File: config.mk
export PLATFORM = sky130hd
export DESIGN_NAME = pdm_decimator
export DESIGN_NICKNAME = d
export VERILOG_FILES = /design/src/rtl/audio_pkg.sv /design/src/rtl/level_meter.sv /design/src/rtl/pdm_decimator.sv
export SDC_FILE = /design/constraint.sdc
export NUM_CORES = 1
export LEC_CHECK = 0
export ABC_AREA = 1
export CAP_MARGIN = 20
export CORE_UTILIZATION = 58
export DETAILED_ROUTE_END_ITERATION = 6
export PLACE_DENSITY = 0.81
export SLEW_MARGIN = 20
export SYNTH_ARGS = -nofsm -noshare
export SYNTH_HDL_FRONTEND = slang
export SYNTH_HIERARCHICAL = 1
export SYNTH_SLANG_ARGS = --single-unit
File: constraint.sdc
create_clock -name clk48 -period 2.8 [get_ports clk48]
set_input_delay 0.56 -clock clk48 [delete_from_list [all_inputs] [get_ports clk48]]
set_output_delay 0.56 -clock clk48 [all_outputs]
set_load 0.01 [all_outputs]
File: src/rtl/audio_pkg.sv
// Audio constants shared by the transmit and receive paths, plus the peak-level helper.
`timescale 1ns/1ps
package audio_pkg;

    localparam int unsigned SAMPLE_W           = 16;
    localparam logic [SAMPLE_W-1:0] SAMPLE_ZERO = 16'h8000;
    localparam int unsigned DECIM_LOG2_DEFAULT = 9;
    localparam int unsigned DECAY_LOG2_DEFAULT = 4;

    // Magnitude around mid-scale and the resulting level code
    localparam int unsigned MAG_W   = SAMPLE_W - 1;
    localparam int unsigned LEVEL_W = 4;

    // Startup phases: outputs are suppressed until three comb results have flushed
    typedef enum logic [1:0] {
        WARM_0   = 2'd0,
        WARM_1   = 2'd1,
        WARM_2   = 2'd2,
        WARM_RUN = 2'd3
    } warm_state_e;

    // floor(log2(mag)) + 1, or 0 for a zero magnitude; tops out at 15 for a 15-bit input
    function automatic logic [LEVEL_W-1:0] level_code(input logic [MAG_W-1:0] mag);
        logic [LEVEL_W-1:0] code;
        code = '0;
        for (int unsigned i = 0; i < MAG_W; i++) begin
            if (mag[4'(i)]) begin
                code = LEVEL_W'(i + 1);
            end
        end
        return code;
    endfunction

endpackage

File: src/rtl/level_meter.sv
// Peak-hold level meter: log2 magnitude of each valid sample with slow decay.
`timescale 1ns/1ps
module level_meter
    import audio_pkg::*;
#(
    parameter int unsigned DECAY_LOG2 = DECAY_LOG2_DEFAULT
) (
    input  logic                clk48,
    input  logic                rst_n,
    input  logic [SAMPLE_W-1:0] sample,
    input  logic                sample_valid,
    output logic [LEVEL_W-1:0]  level
);

    logic [MAG_W-1:0]      mag_c;
    logic [LEVEL_W-1:0]    new_level_c;
    logic [DECAY_LOG2-1:0] decay_cnt;

    // Distance from mid-scale kept to 15 bits; the single code 0x0000 aliases to 0
    always_comb begin
        mag_c       = '0;
        new_level_c = '0;
        if (sample[SAMPLE_W-1]) begin
            mag_c = sample[MAG_W-1:0];
        end else begin
            mag_c = MAG_W'(SAMPLE_ZERO - sample);
        end
        new_level_c = level_code(mag_c);
    end

    // Peak hold: a louder sample reloads at once, otherwise step down once per decay wrap
    always_ff @(posedge clk48 or negedge rst_n) begin
        if (!rst_n) begin
            level     <= '0;
            decay_cnt <= '0;
        end else if (sample_valid) begin
            if (new_level_c > level) begin
                level     <= new_level_c;
                decay_cnt <= '0;
            end else begin
                decay_cnt <= decay_cnt + DECAY_LOG2'(1);
                if ((decay_cnt == '1) && (level != '0)) begin
                    level <= level - LEVEL_W'(1);
                end
            end
        end
    end

endmodule

File: src/rtl/pdm_decimator.sv
// 3rd-order CIC decimator turning the 1-bit PDM stream back into 16-bit offset-binary samples.
`timescale 1ns/1ps
module pdm_decimator
    import audio_pkg::*;
#(
    parameter int unsigned DECIM_LOG2 = DECIM_LOG2_DEFAULT,
    parameter int unsigned DECAY_LOG2 = DECAY_LOG2_DEFAULT
) (
    input  logic                clk48,
    input  logic                rst_n,
    input  logic                pdm_in,
    output logic [SAMPLE_W-1:0] sample,
    output logic                sample_valid,
    output logic [LEVEL_W-1:0]  level
);

    // Bit growth of a 3rd-order CIC is 3*log2(R); one extra bit holds exact full scale
    localparam int unsigned FS_BIT   = 3 * DECIM_LOG2;
    localparam int unsigned W        = FS_BIT + 1;
    localparam int unsigned SLICE_LO = FS_BIT - SAMPLE_W;

    logic [W-1:0]            int1;
    logic [W-1:0]            int2;
    logic [W-1:0]            int3;
    logic [DECIM_LOG2-1:0]   ph;
    logic                    strike_c;

    logic [W-1:0]            d0;
    logic [W-1:0]            d0_prev;
    logic [W-1:0]            c1;
    logic [W-1:0]            c1_prev;
    logic [W-1:0]            c2;
    logic [W-1:0]            c2_prev;
    logic                    d0_vld;
    logic                    c1_vld;
    logic                    c2_vld;

    logic [W-1:0]            c3_c;
    logic [SAMPLE_W:0]       c3_top_c;
    logic [SAMPLE_W-1:0]     sample_next_c;

    warm_state_e             warm_state;
    warm_state_e             warm_next;
    logic                    out_en_c;

    // Integrator chain, free-running modulo 2^W
    always_ff @(posedge clk48 or negedge rst_n) begin
        if (!rst_n) begin
            int1 <= '0;
            int2 <= '0;
            int3 <= '0;
        end else begin
            int1 <= int1 + W'(pdm_in);
            int2 <= int2 + int1;
            int3 <= int3 + int2;
        end
    end

    // Decimation phase; the last phase of each period is the strike
    always_ff @(posedge clk48 or negedge rst_n) begin
        if (!rst_n) begin
            ph <= '0;
        end else begin
            ph <= ph + DECIM_LOG2'(1);
        end
    end

    assign strike_c = (ph == '1);

    // Comb pipeline: each stage and its history register advance only behind a strike
    always_ff @(posedge clk48 or negedge rst_n) begin
        if (!rst_n) begin
            d0      <= '0;
            d0_prev <= '0;
            c1      <= '0;
            c1_prev <= '0;
            c2      <= '0;
            c2_prev <= '0;
            d0_vld  <= 1'b0;
            c1_vld  <= 1'b0;
            c2_vld  <= 1'b0;
        end else begin
            d0_vld <= strike_c;
            c1_vld <= d0_vld;
            c2_vld <= c1_vld;
            if (strike_c) begin
                d0      <= int3;
                d0_prev <= d0;
            end
            if (d0_vld) begin
                c1      <= d0 - d0_prev;
                c1_prev <= c1;
            end
            if (c1_vld) begin
                c2      <= c1 - c1_prev;
                c2_prev <= c2;
            end
        end
    end

    // Last comb stage and scaling: bit W-1 set means at or beyond full scale
    always_comb begin
        c3_c          = '0;
        c3_top_c      = '0;
        sample_next_c = '0;
        c3_c          = c2 - c2_prev;
        c3_top_c      = (SAMPLE_W + 1)'(c3_c >> SLICE_LO);
        if (c3_top_c[SAMPLE_W]) begin
            sample_next_c = '1;
        end else begin
            sample_next_c = c3_top_c[SAMPLE_W-1:0];
        end
    end

    // Output register; the sample is written during warm-up, only the strobe is held back
    always_ff @(posedge clk48 or negedge rst_n) begin
        if (!rst_n) begin
            sample       <= '0;
            sample_valid <= 1'b0;
        end else begin
            sample_valid <= c2_vld && out_en_c;
            if (c2_vld) begin
                sample <= sample_next_c;
            end
        end
    end

    // Warm-up state register
    always_ff @(posedge clk48 or negedge rst_n) begin
        if (!rst_n) begin
            warm_state <= WARM_0;
        end else begin
            warm_state <= warm_next;
        end
    end

    // Warm-up next state: one step per comb result until running
    always_comb begin
        warm_next = warm_state;
        if (c2_vld) begin
            case (warm_state)
                WARM_0:   warm_next = WARM_1;
                WARM_1:   warm_next = WARM_2;
                WARM_2:   warm_next = WARM_RUN;
                WARM_RUN: warm_next = WARM_RUN;
                default:  warm_next = WARM_0;
            endcase
        end
    end

    // Warm-up output decode
    always_comb begin
        out_en_c = 1'b0;
        if (warm_state == WARM_RUN) begin
            out_en_c = 1'b1;
        end
    end

    level_meter #(
        .DECAY_LOG2 (DECAY_LOG2)
    ) u_level_meter (
        .clk48        (clk48),
        .rst_n        (rst_n),
        .sample       (sample),
        .sample_valid (sample_valid),
        .level        (level)
    );

endmodule

==> results of run 1 <==
final cells by class:
| cell class | instances | share of cell area [%] |
|---|---|---|
| multi-input combinational | 1996 | 49.9 |
| sequential | 291 | 33.1 |
| inverter | 347 | 5.93 |
| clock buffer | 47 | 4.60 |
| timing repair buffer | 74 | 3.10 |
| tap | 442 | 2.51 |
| clock inverter | 16 | 0.802 |
stage by stage:
stage / setup slack [ns] / utilization [%] / hold slack, ns / power [uW]
2_1_floorplan: -0.105 / - / 0.264 / 7580
3_3_place_gp: -0.207 / 62.9 / 0.441 / 8920
3_5_place_dp: -0.239 / 62.9 / 0.462 / 9030
4_1_cts: -0.113 / 66.7 / 0.471 / 13700
5_1_grt: -0.425 / 67.0 / 0.495 / 14400
6_report: -0.208 / 67.0 / 0.462 / 13700
layout by cell type, fill, tap and decap left out, types with 9 or more instances in the layout:
| master | count |
|---|---|
| nand3b_1 | 19 |
| or2_2 | 9 |
| o21ai_1 | 11 |
| inv_1 | 334 |
| nor2_1 | 210 |
| nand2_1 | 795 |
| a21oi_1 | 166 |
| clkdlybuf4s50_1 | 22 |
| and2_1 | 10 |
| xnor2_1 | 44 |
| nand2_2 | 24 |
| buf_4 | 45 |
| inv_2 | 11 |
| mux2_2 | 25 |
| nand4_1 | 30 |
| nor3_1 | 37 |
| dfrtp_1 | 289 |
| nand3_1 | 133 |
| o21ai_0 | 183 |
| ha_1 | 141 |
| clkbuf_16 | 37 |
| xor2_1 | 70 |
timing repair:
action	CTS	global route
setup buffers	4	1
setup endpoints to repair	7	8
pin swaps	11	13
endpoints found under the hold margin	1	0
hold buffers	1	0
gates resized for setup	8	17
where the power goes:
group | internal, uW | switching (uW) | total [uW]
sequential | 4630 | 394 | 5030
clock | 2840 | 1820 | 4660
combinational | 1370 | 2620 | 3990
critical path: cells and delay by family, from the launching register on:
kind | cells | cell delay (ns)
xor gates and xnor gates | 1 | 0.18
DFF | 1 | 0.42
adders and majority gates | 2 | 0.43
AOI/OAI and AO/OA | 4 | 0.37
buffers and inverters | 5 | 0.50
and+or+nand+nor | 11 | 1.01
flip-flops by register name, indices dropped and copies added (netlist names):
register                 flops
u_level_meter/decay_cnt      4
c1_prev                     28
sample_valid                 1
int2                        28
int3                        28
c2_vld                       1
c1_vld                       1
c2_prev                     28
sample                      16
c1                          28
d0_vld                       1
u_level_meter/level          4
d0                          28
d0_prev                     28
c2                          28
warm_state                   2
int1                        28
ph                           9
layer usage:
metal,GRT usage [%],vias to the layer above,wire length (um)
met4,16.7,0,2880
met2,57.0,413,26300
met3,3.37,158,1690
met5,0,-,0
met1,35.5,8123,21100
li1,-,8782,-
how the worst min path moves through the flow:
| stage | from | slack [ns] | cells past startpoint | endpoint |
|---|---|---|---|---|
| 3_3_place_gp | ph[0]$_DFF_PN0_ | 0.44 | 1 | ph[0]$_DFF_PN0_ |
| 6_report | ph[0]$_DFF_PN0_ | 0.46 | 1 | ph[0]$_DFF_PN0_ |
| 5_1_grt | ph[0]$_DFF_PN0_ | 0.49 | 1 | ph[0]$_DFF_PN0_ |
| 3_5_place_dp | ph[0]$_DFF_PN0_ | 0.46 | 1 | ph[0]$_DFF_PN0_ |
| 4_1_cts | ph[0]$_DFF_PN0_ | 0.47 | 1 | ph[0]$_DFF_PN0_ |
| 2_1_floorplan | rst_n | 0.26 | 0 | c1[0]$_DFFE_PN0P_ |
kinds of logic (layout without fill, tap and decap cells):
group                      after synthesis  after routing  share of synthesized area [%]
and+or+nand+nor                       1306           1306                           28.3
AOI/OAI and AO/OA                      399            399                           10.7
xor gates and xnor gates               117            117                           5.26
adders and majority gates              149            149                           9.66
DFF                                    291            291                           37.1
muxes                                   25             25                           1.44
buffers and inverters                  387            484                           7.53
==> impl_metrics.toml, run 1 <==
[power_and_ir_drop]
power.density_nw_per_um2 = 621
vdd_drop_max_uv = 657
power.leakage_uw = 0.0119

[floorplan]
die_h_um = 186
die_area_um2 = 34600
initial_core_util_pct = 59.7
die_w_um = 186
top_level_ports = 24
core_um2 = 32900
row_count = 66

[worst_setup_path]
worst_path_most_repeated_cell = "nand2_2"
start_kind = "register"
crit_end = "u_level_meter/level[2]$_DFFE_PN0P_"
worstPathMaxFanout = 4
reg2reg_depth = 23
startpoint = "sample[1]$_DFFE_PN0P_"
cp-end-kind = "register"
regToRegSetupSlack_ns = -0.21
path_cells = "inv_2 > ha_4 > nand4_4 > nor3_4 > nor2_2 > clkinv_2 > nand2_4 > a21oi_4 > xor2_2 > nand2_2 > nor2_4 > nand2_2 > ha_4 > nand2_2 > inv_2 > o21ai_2 > nand2_1 > nand2_2 > buf_4 > buf_4 > a21oi_1 > nand2_1 > o21ai_1"
cp.arrival_ns = 3.44
regToRegEndpoint = "u_level_meter/level[2]$_DFFE_PN0P_"
critical-path-slowest-cell = "dfrtp_1"
crit_type = "register to register"
max_stage_delay_ns = 0.42
worstReg2RegStart = "sample[1]$_DFFE_PN0P_"
required_ns = 3.23

[synth]
synthFlopType = "dfrtp_1"
netlist_area_um2 = 19600
yosysTopAreaCell = "dfrtp_1"
ys_types = 49
synthArstFlopShare_pct = 100
synthTopCellsByCount = "nand2_1 (800), inv_1 (339), dfrtp_1 (291), nor2_1 (215), o21ai_0 (184)"
synth_edf_count = 0
synth_most_common_cell = "nand2_1"
syn_inst = 2674
ys_warn_count = 6
syn_area_per_cell_um2 = 7.34
synth_top_area_share_pct = 37.1
yosys_register_bits = 291
synth_top_cells_by_area = "dfrtp_1 (37%), nand2_1 (15%), ha_1 (9.2%), inv_1 (6.5%), o21ai_0 (4.7%)"
ys_seq_area_share_pct = 37.1
synth_nets = 2826

[global_route]
grt_overflow_total = 0
grt_usage_pct = 31.2
grt_max_degree = 89
first_global_vias = 17200
grt_antenna_before_repair = 0
grt_pass1_wl_um = 84400

[timing]
tightest_slew_ns = 0.685
hold_viol = 0
tns_ns = -1.16
relSlewSlack_pct = 54.3
min_period_over_period_pct = 107
slew_violations = 0
skew_ns = 0.0283
fin_ws_ns = -0.208
rsz0062_at_grt = "yes"
setup_violations = 8
clock.fmax_mhz = 333
fin_crit_ns = 3.01

[final_layout]
ff_latch_area_um2 = 7280
drive_gt1_share_pct = 8.30
final_cell_area_um2 = 22000
final_cells = 3213
multiInputGateArea_um2 = 11000
synthToLayoutAreaGrowth_pct = 12.2
final_nets = 2898
antenna_cells = 0
fillers = 2904

[placed_design]
dp_hpwl_um = 41000
dpl_cell_area_um2 = 20700
gp_congestion = 1.01
numPortBuffers = 23
placedCellCount = 3144

[clock_tree]
clock-root-buffer = "clkbuf_16"
insertion_delay_ns = 0.53
cts_made_buffers = 36
cts.path.max_buffers = 3
cts_sinks = 291
cts_tree = "yes"
htreeDepth = 2
clk_transition_reported_paths_ns = 0.06

[routing]
routed_wl_um = 52000
ant_nets = 0
drtIter0Drc = 1096
vias = 17500
drc_errors = 0
firstDrtPassIters = 5
vias_per_cell = 5.44
avgRoutedWirePerCell_um = 16.2

[outcome]
status = "complete, but fails checks"
violations = "setup timing"

[flow_run]
max_cap_viol_count = 0

[min_path]
hp-class = "register to register"
No activity file was read; power rests on OpenSTA's default activity.
==> inputs of run 2 (changes only) <==
Settings changed: SKIP_CTS_REPAIR_TIMING set to 1, SLEW_MARGIN 20 to not set.
==> run 2 against run 1 <==
Effect of this change:
- the run ends with hold timing, setup timing left
- utilization shrank 0.10 points
- flip-flop and latch count is the same
- critical path type unchanged
- die area did not move
- hold slack worse by 0.49 ns
- sequential share of layout area increased by 0.051 points
- final cell count decreased by 0.12%
- non-clock buffer count decreased by 4
- sequential power hardly changed
- total power about the same
- first-iteration DRC count grew 1.5%
- register-to-register slack better by 0.03 ns
- routed wire length about the same
==> impl_metrics.toml, run 2 (synthesized netlist as in run 1, its figures left out) <==
[outcome]
status = "complete, but fails checks"
violations = "hold timing, setup timing"

[clock_tree]
cts_sinks = 291
clk_transition_reported_paths_ns = 0.06
cts_tree = "yes"
cts_made_buffers = 36
insertion_delay_ns = 0.53
htreeDepth = 2
clock-root-buffer = "clkbuf_16"
cts.path.max_buffers = 3

[routing]
firstDrtPassIters = 5
dr_wl_met3_um = 1670
routed.top_layer = "met4"
wl_met1_um = 21100
ant_nets = 0
dr_wl_met2_um = 26400
drc_errors = 0
avgRoutedWirePerCell_um = 16.2
vias = 17400
drtIter0Drc = 1112
vias_per_cell = 5.44
routed_wl_um = 52000

[timing]
relSlewSlack_pct = 54.6
skew_ns = 0.0258
fin_crit_ns = 2.98
hold_viol = 7
slew_violations = 0
clock.fmax_mhz = 335
rsz0062_at_grt = "yes"
worst_hold_slack_ns = -0.0250
min_period_over_period_pct = 107
fin_ws_ns = -0.182
tightest_slew_ns = 0.680
tns_ns = -0.886
setup_violations = 6

[power_and_ir_drop]
internal-power_uw = 8840
power.density_nw_per_um2 = 622
vdd_drop_max_uv = 662
power.leakage_uw = 0.0119
switchingPower_uw = 4840
switching_share_pct = 35.4
power_frac_clock_pct = 34.1
comb_power_share_pct = 29.2
power_frac_seq_pct = 36.8

[worst_setup_path]
crit_type = "register to register"
worstReg2RegStart = "sample[1]$_DFFE_PN0P_"
cp.arrival_ns = 3.37
worstPathMaxFanout = 6
regToRegEndpoint = "u_level_meter/level[2]$_DFFE_PN0P_"
required_ns = 3.19
cp-end-kind = "register"
reg2reg_depth = 22
start_kind = "register"
startpoint = "sample[1]$_DFFE_PN0P_"
crit_end = "u_level_meter/level[2]$_DFFE_PN0P_"
regToRegSetupSlack_ns = -0.18

[final_layout]
final_common_cell = "nand2_1"
antenna_cells = 0
final_nets = 2894
layout_common_cells = "nand2_1 (795), inv_1 (335), dfrtp_1 (289)"
synthToLayoutAreaGrowth_pct = 12.1
final_cell_area_um2 = 22000
drive_gt1_share_pct = 8.06
fillers = 2916

[global_route]
grt_pass1_wl_um = 84300
first_global_vias = 17200
grt_overflow_total = 0
grt_max_degree = 89
grt_usage_pct = 31.1
grt_antenna_before_repair = 0

[placed_design]
numPortBuffers = 23
dp_hpwl_um = 41000
gp_congestion = 1.01
dpl_cell_area_um2 = 20700
pre_cts_slack_ns = -0.239

[floorplan]
row_count = 66
core_um2 = 32900
die_area_um2 = 34600
die_w_um = 186
top_level_ports = 24
die_h_um = 186
initial_core_util_pct = 59.7

[min_path]
hp-class = "input pin to async pin"

[flow_run]
max_cap_viol_count = 0
## run 2: critical path, cell delays in order, from the launching register on
cell,delay [ns]
dfrtp_1,0.42
inv_2,0.08
ha_4,0.15
nand4_4,0.09
nor3_4,0.23
nor2_2,0.06
clkinv_2,0.07
nand2_4,0.05
a21oi_4,0.15
xor2_2,0.18
nand2_2,0.08
nor2_4,0.13
nand2_2,0.09
ha_4,0.28
nand2_2,0.05
inv_2,0.05
nand3_1,0.07
nand2_2,0.13
nor2_4,0.05
a31oi_4,0.21
a21oi_1,0.07
nand2_1,0.08
o21ai_1,0.06
## run 2: how the worst min path moves through the flow
stage / to / slack (ns) / depth (start not counted)
finish: c2_prev[5]$_DFFE_PN0P_ / -0.02 / 1
global route: c2_prev[5]$_DFFE_PN0P_ / 0.02 / 1
CTS: c2_prev[5]$_DFFE_PN0P_ / -0.001 / 1
detailed placement: ph[0]$_DFF_PN0_ / 0.46 / 1
global placement: ph[0]$_DFF_PN0_ / 0.44 / 1
floorplan: c1[0]$_DFFE_PN0P_ / 0.26 / 0
## run 2: cell type report
type	count	area (um^2)	area share, %
tap	442	553	2.52
clock buffer	47	1010	4.61
clock inverter	16	176	0.803
timing repair buffer	70	658	2.99
sequential	291	7280	33.1
multi-input combinational	1996	11000	50.0
inverter	347	1300	5.93
## run 2: metrics by stage
| step | cells | hold slack, ns | util (%) | power (uW) |
|---|---|---|---|---|
| 6_report | 3209 | -0.0250 | 66.9 | 13700 |
| 5_1_grt | 3209 | 0.0171 | 66.9 | 14400 |
| 4_1_cts | 3207 | -0.00107 | 66.5 | 13700 |
| 3_5_place_dp | 3144 | 0.462 | 62.9 | 9030 |
| 3_3_place_gp | 3144 | 0.441 | 62.9 | 8920 |
| 2_1_floorplan | 2674 | 0.264 | - | 7580 |
## run 2: power by group through the flow
stage               Sequential (uW)  Clock (uW)  Combinational, uW
finish                         5030        4660               3990
global route                   5060        4920               4390
CTS                            5020        4750               3970
detailed placement             5090           0               3940
global placement               5070           0               3850
floorplan                      4900           0               2680
## run 2: per-layer routing
layer | global-route usage (%) | vias to the layer above
met1 | 35.5 | 8122
met3 | 3.37 | 150
met5 | 0 | -
met2 | 56.9 | 393
met4 | 16.6 | 0
li1 | - | 8776
==> inputs of run 3 (changes only) <==
Settings changed: GPL_ROUTABILITY_DRIVEN set to 0, SLEW_MARGIN set to 10.
==> run 3 against run 2 <==
Effect of this change:
- the flow finishes with violations (DRC, setup timing)
- global-route usage is 2.4 points lower
- sequential power hardly changed
- clock skew is 0.016 ns lower
- total power is 4.9% lower
- first-iteration DRC count is 12% higher
- register-to-register slack worse by 0.098 ns
- utilization is 0.49 points lower
- final cell count is 0.47% lower
- critical endpoint unchanged
==> impl_metrics.toml, run 3 (synthesized netlist as in run 1, its figures left out) <==
[floorplan]
die_w_um = 186
row_count = 66
die_area_um2 = 34600
core_um2 = 32900
die_h_um = 186
initial_core_util_pct = 59.7
top_level_ports = 24

[global_route]
grt_pass1_wl_um = 80600
grt_max_degree = 89
grt_overflow_total = 0
first_global_vias = 17500
grt_antenna_before_repair = 0
grt_usage_pct = 28.7

[timing]
hold_viol = 0
skew_ns = 0.00950
relSlewSlack_pct = 54.1
tns_ns = -1.33
slew_violations = 0
fin_ws_ns = -0.280
fin_crit_ns = 3.08
rsz0062_at_grt = "yes"
clock.fmax_mhz = 325
min_period_over_period_pct = 110
tightest_slew_ns = 0.687
setup_violations = 8

[placed_design]
placedCellCount = 3132
dpl_cell_area_um2 = 20600
pre_cts_slack_ns = -0.305
numPortBuffers = 23
dp_hpwl_um = 37000

[final_layout]
final_cell_area_um2 = 21800
drive_gt1_share_pct = 7.63
final_cells = 3194
antenna_cells = 0
fillers = 2727
ff_latch_area_um2 = 7280
final_nets = 2882
multiInputGateArea_um2 = 11000
synthToLayoutAreaGrowth_pct = 11.2
final_common_cell = "nand2_1"
layout_common_cells = "nand2_1 (797), inv_1 (335), dfrtp_1 (289)"

[worst_setup_path]
crit_family = "simple AND/OR/NAND/NOR gates"
cp.arrival_ns = 3.52
crit_type = "register to register"
startpoint = "sample[1]$_DFFE_PN0P_"
crit_cells = 23
worst_path_most_repeated_cell = "nand2_1"
cp-end-kind = "register"
required_ns = 3.24
start_kind = "register"
crit_buf_inv = 3
reg2reg_depth = 23
regToRegSetupSlack_ns = -0.28
worstReg2RegStart = "sample[1]$_DFFE_PN0P_"
max_stage_delay_ns = 0.43
crit_end = "u_level_meter/level[2]$_DFFE_PN0P_"
critical-path-slowest-cell = "dfrtp_1"
worstPathMaxFanout = 6
path_cells = "inv_2 > ha_4 > nand4_4 > nor3_4 > nor2_2 > clkinv_2 > nand2_4 > a21oi_4 > xor2_2 > nand2_2 > nor2_4 > nand2_1 > ha_1 > nand2_1 > inv_2 > o21ai_1 > nand2_1 > nand2_2 > nor2_4 > a31oi_4 > a21oi_1 > nand2_1 > o21ai_1"
regToRegEndpoint = "u_level_meter/level[2]$_DFFE_PN0P_"

[routing]
avgRoutedWirePerCell_um = 15.3
routed_wl_um = 49000
vias = 17900
ant_nets = 0
vias_per_cell = 5.60
drc_errors = 1
drtIter0Drc = 1240
firstDrtPassIters = 7

[power_and_ir_drop]
power.density_nw_per_um2 = 596
vdd_drop_max_uv = 522
power_frac_seq_pct = 38.5
power_frac_clock_pct = 32.9
internal-power_uw = 8490
switchingPower_uw = 4510
comb_power_share_pct = 28.6
power.leakage_uw = 0.0119
switching_share_pct = 34.7

[clock_tree]
cts_sinks = 291
clock-root-buffer = "clkbuf_16"
cts.path.max_buffers = 3
clk_transition_reported_paths_ns = 0.06
htreeDepth = 1
cts_tree = "yes"
insertion_delay_ns = 0.57
cts_made_buffers = 31

[outcome]
violations = "DRC, setup timing"
status = "complete, but fails checks"

[flow_run]
max_cap_viol_count = 0

[min_path]
hp-class = "register to register"
-- run 3: changes by cell type in the layout (fill, tap and decap cells not counted), sizes merged --
cell and delta:
bufinv +1, buf -8, clkbuf -5, dlygate4sd3 +1
clkinvlp +1, clkinv -3, inv -2
-- run 3: worst min-delay path by stage --
stage | startpoint | to | slack [ns] | depth (start not counted)
after floorplan | rst_n | c1[0]$_DFFE_PN0P_ | 0.26 | 0
after global placement | ph[0]$_DFF_PN0_ | ph[0]$_DFF_PN0_ | 0.44 | 1
after detailed placement | ph[0]$_DFF_PN0_ | ph[0]$_DFF_PN0_ | 0.47 | 1
after CTS | rst_n | c2_prev[4]$_DFFE_PN0P_ | -0.11 | 1
after global routing | warm_state[1]$_DFFE_PN0P_ | warm_state[1]$_DFFE_PN0P_ | 0.52 | 2
final | c2_prev[0]$_DFFE_PN0P_ | c2_prev[0]$_DFFE_PN0P_ | 0.49 | 2
-- run 3: routing by layer --
metal	part of all wire, %	wire length, um	global-route usage (%)	vias to the layer above
li1	-	-	-	8740
met1	40	19500	33.1	8340
met2	50	24300	51.7	578
met3	4.6	2260	3.25	219
met4	5.9	2920	16.3	0
met5	0	0	0	-
-- run 3: final cells by class --
| type | count | share of cell area (%) |
|---|---|---|
| clock buffers | 42 | 4.11 |
| clock inverters | 13 | 0.814 |
| inverters | 347 | 5.98 |
| multi-input cells | 1996 | 50.4 |
| flip-flops and latches | 291 | 33.4 |
| well taps | 442 | 2.54 |
| repair buffers | 63 | 2.80 |
-- run 3: tightest hold or removal path, cell delays in order, from the launching register on --
cell	delay, ns
dfrtp_1	0.34
nand2_1	0.05
o21ai_0	0.06
-- run 3: power by group through the flow --
stage          Combinational, uW  Clock (uW)  Sequential (uW)
4_1_cts                     3680        4360             4990
6_report                    3730        4280             5000
5_1_grt                     4170        4530             5030
3_3_place_gp                3470           0             5040
2_1_floorplan               2680           0             4900
3_5_place_dp                3640           0             5060
-- run 3: stage by stage --
step	utilization [%]	hold slack [ns]	total power (uW)
floorplan	-	0.264	7580
global placement	62.6	0.438	8510
detailed placement	62.6	0.469	8710
CTS	65.8	-0.106	13000
global route	66.4	0.516	13700
finish	66.4	0.488	13000
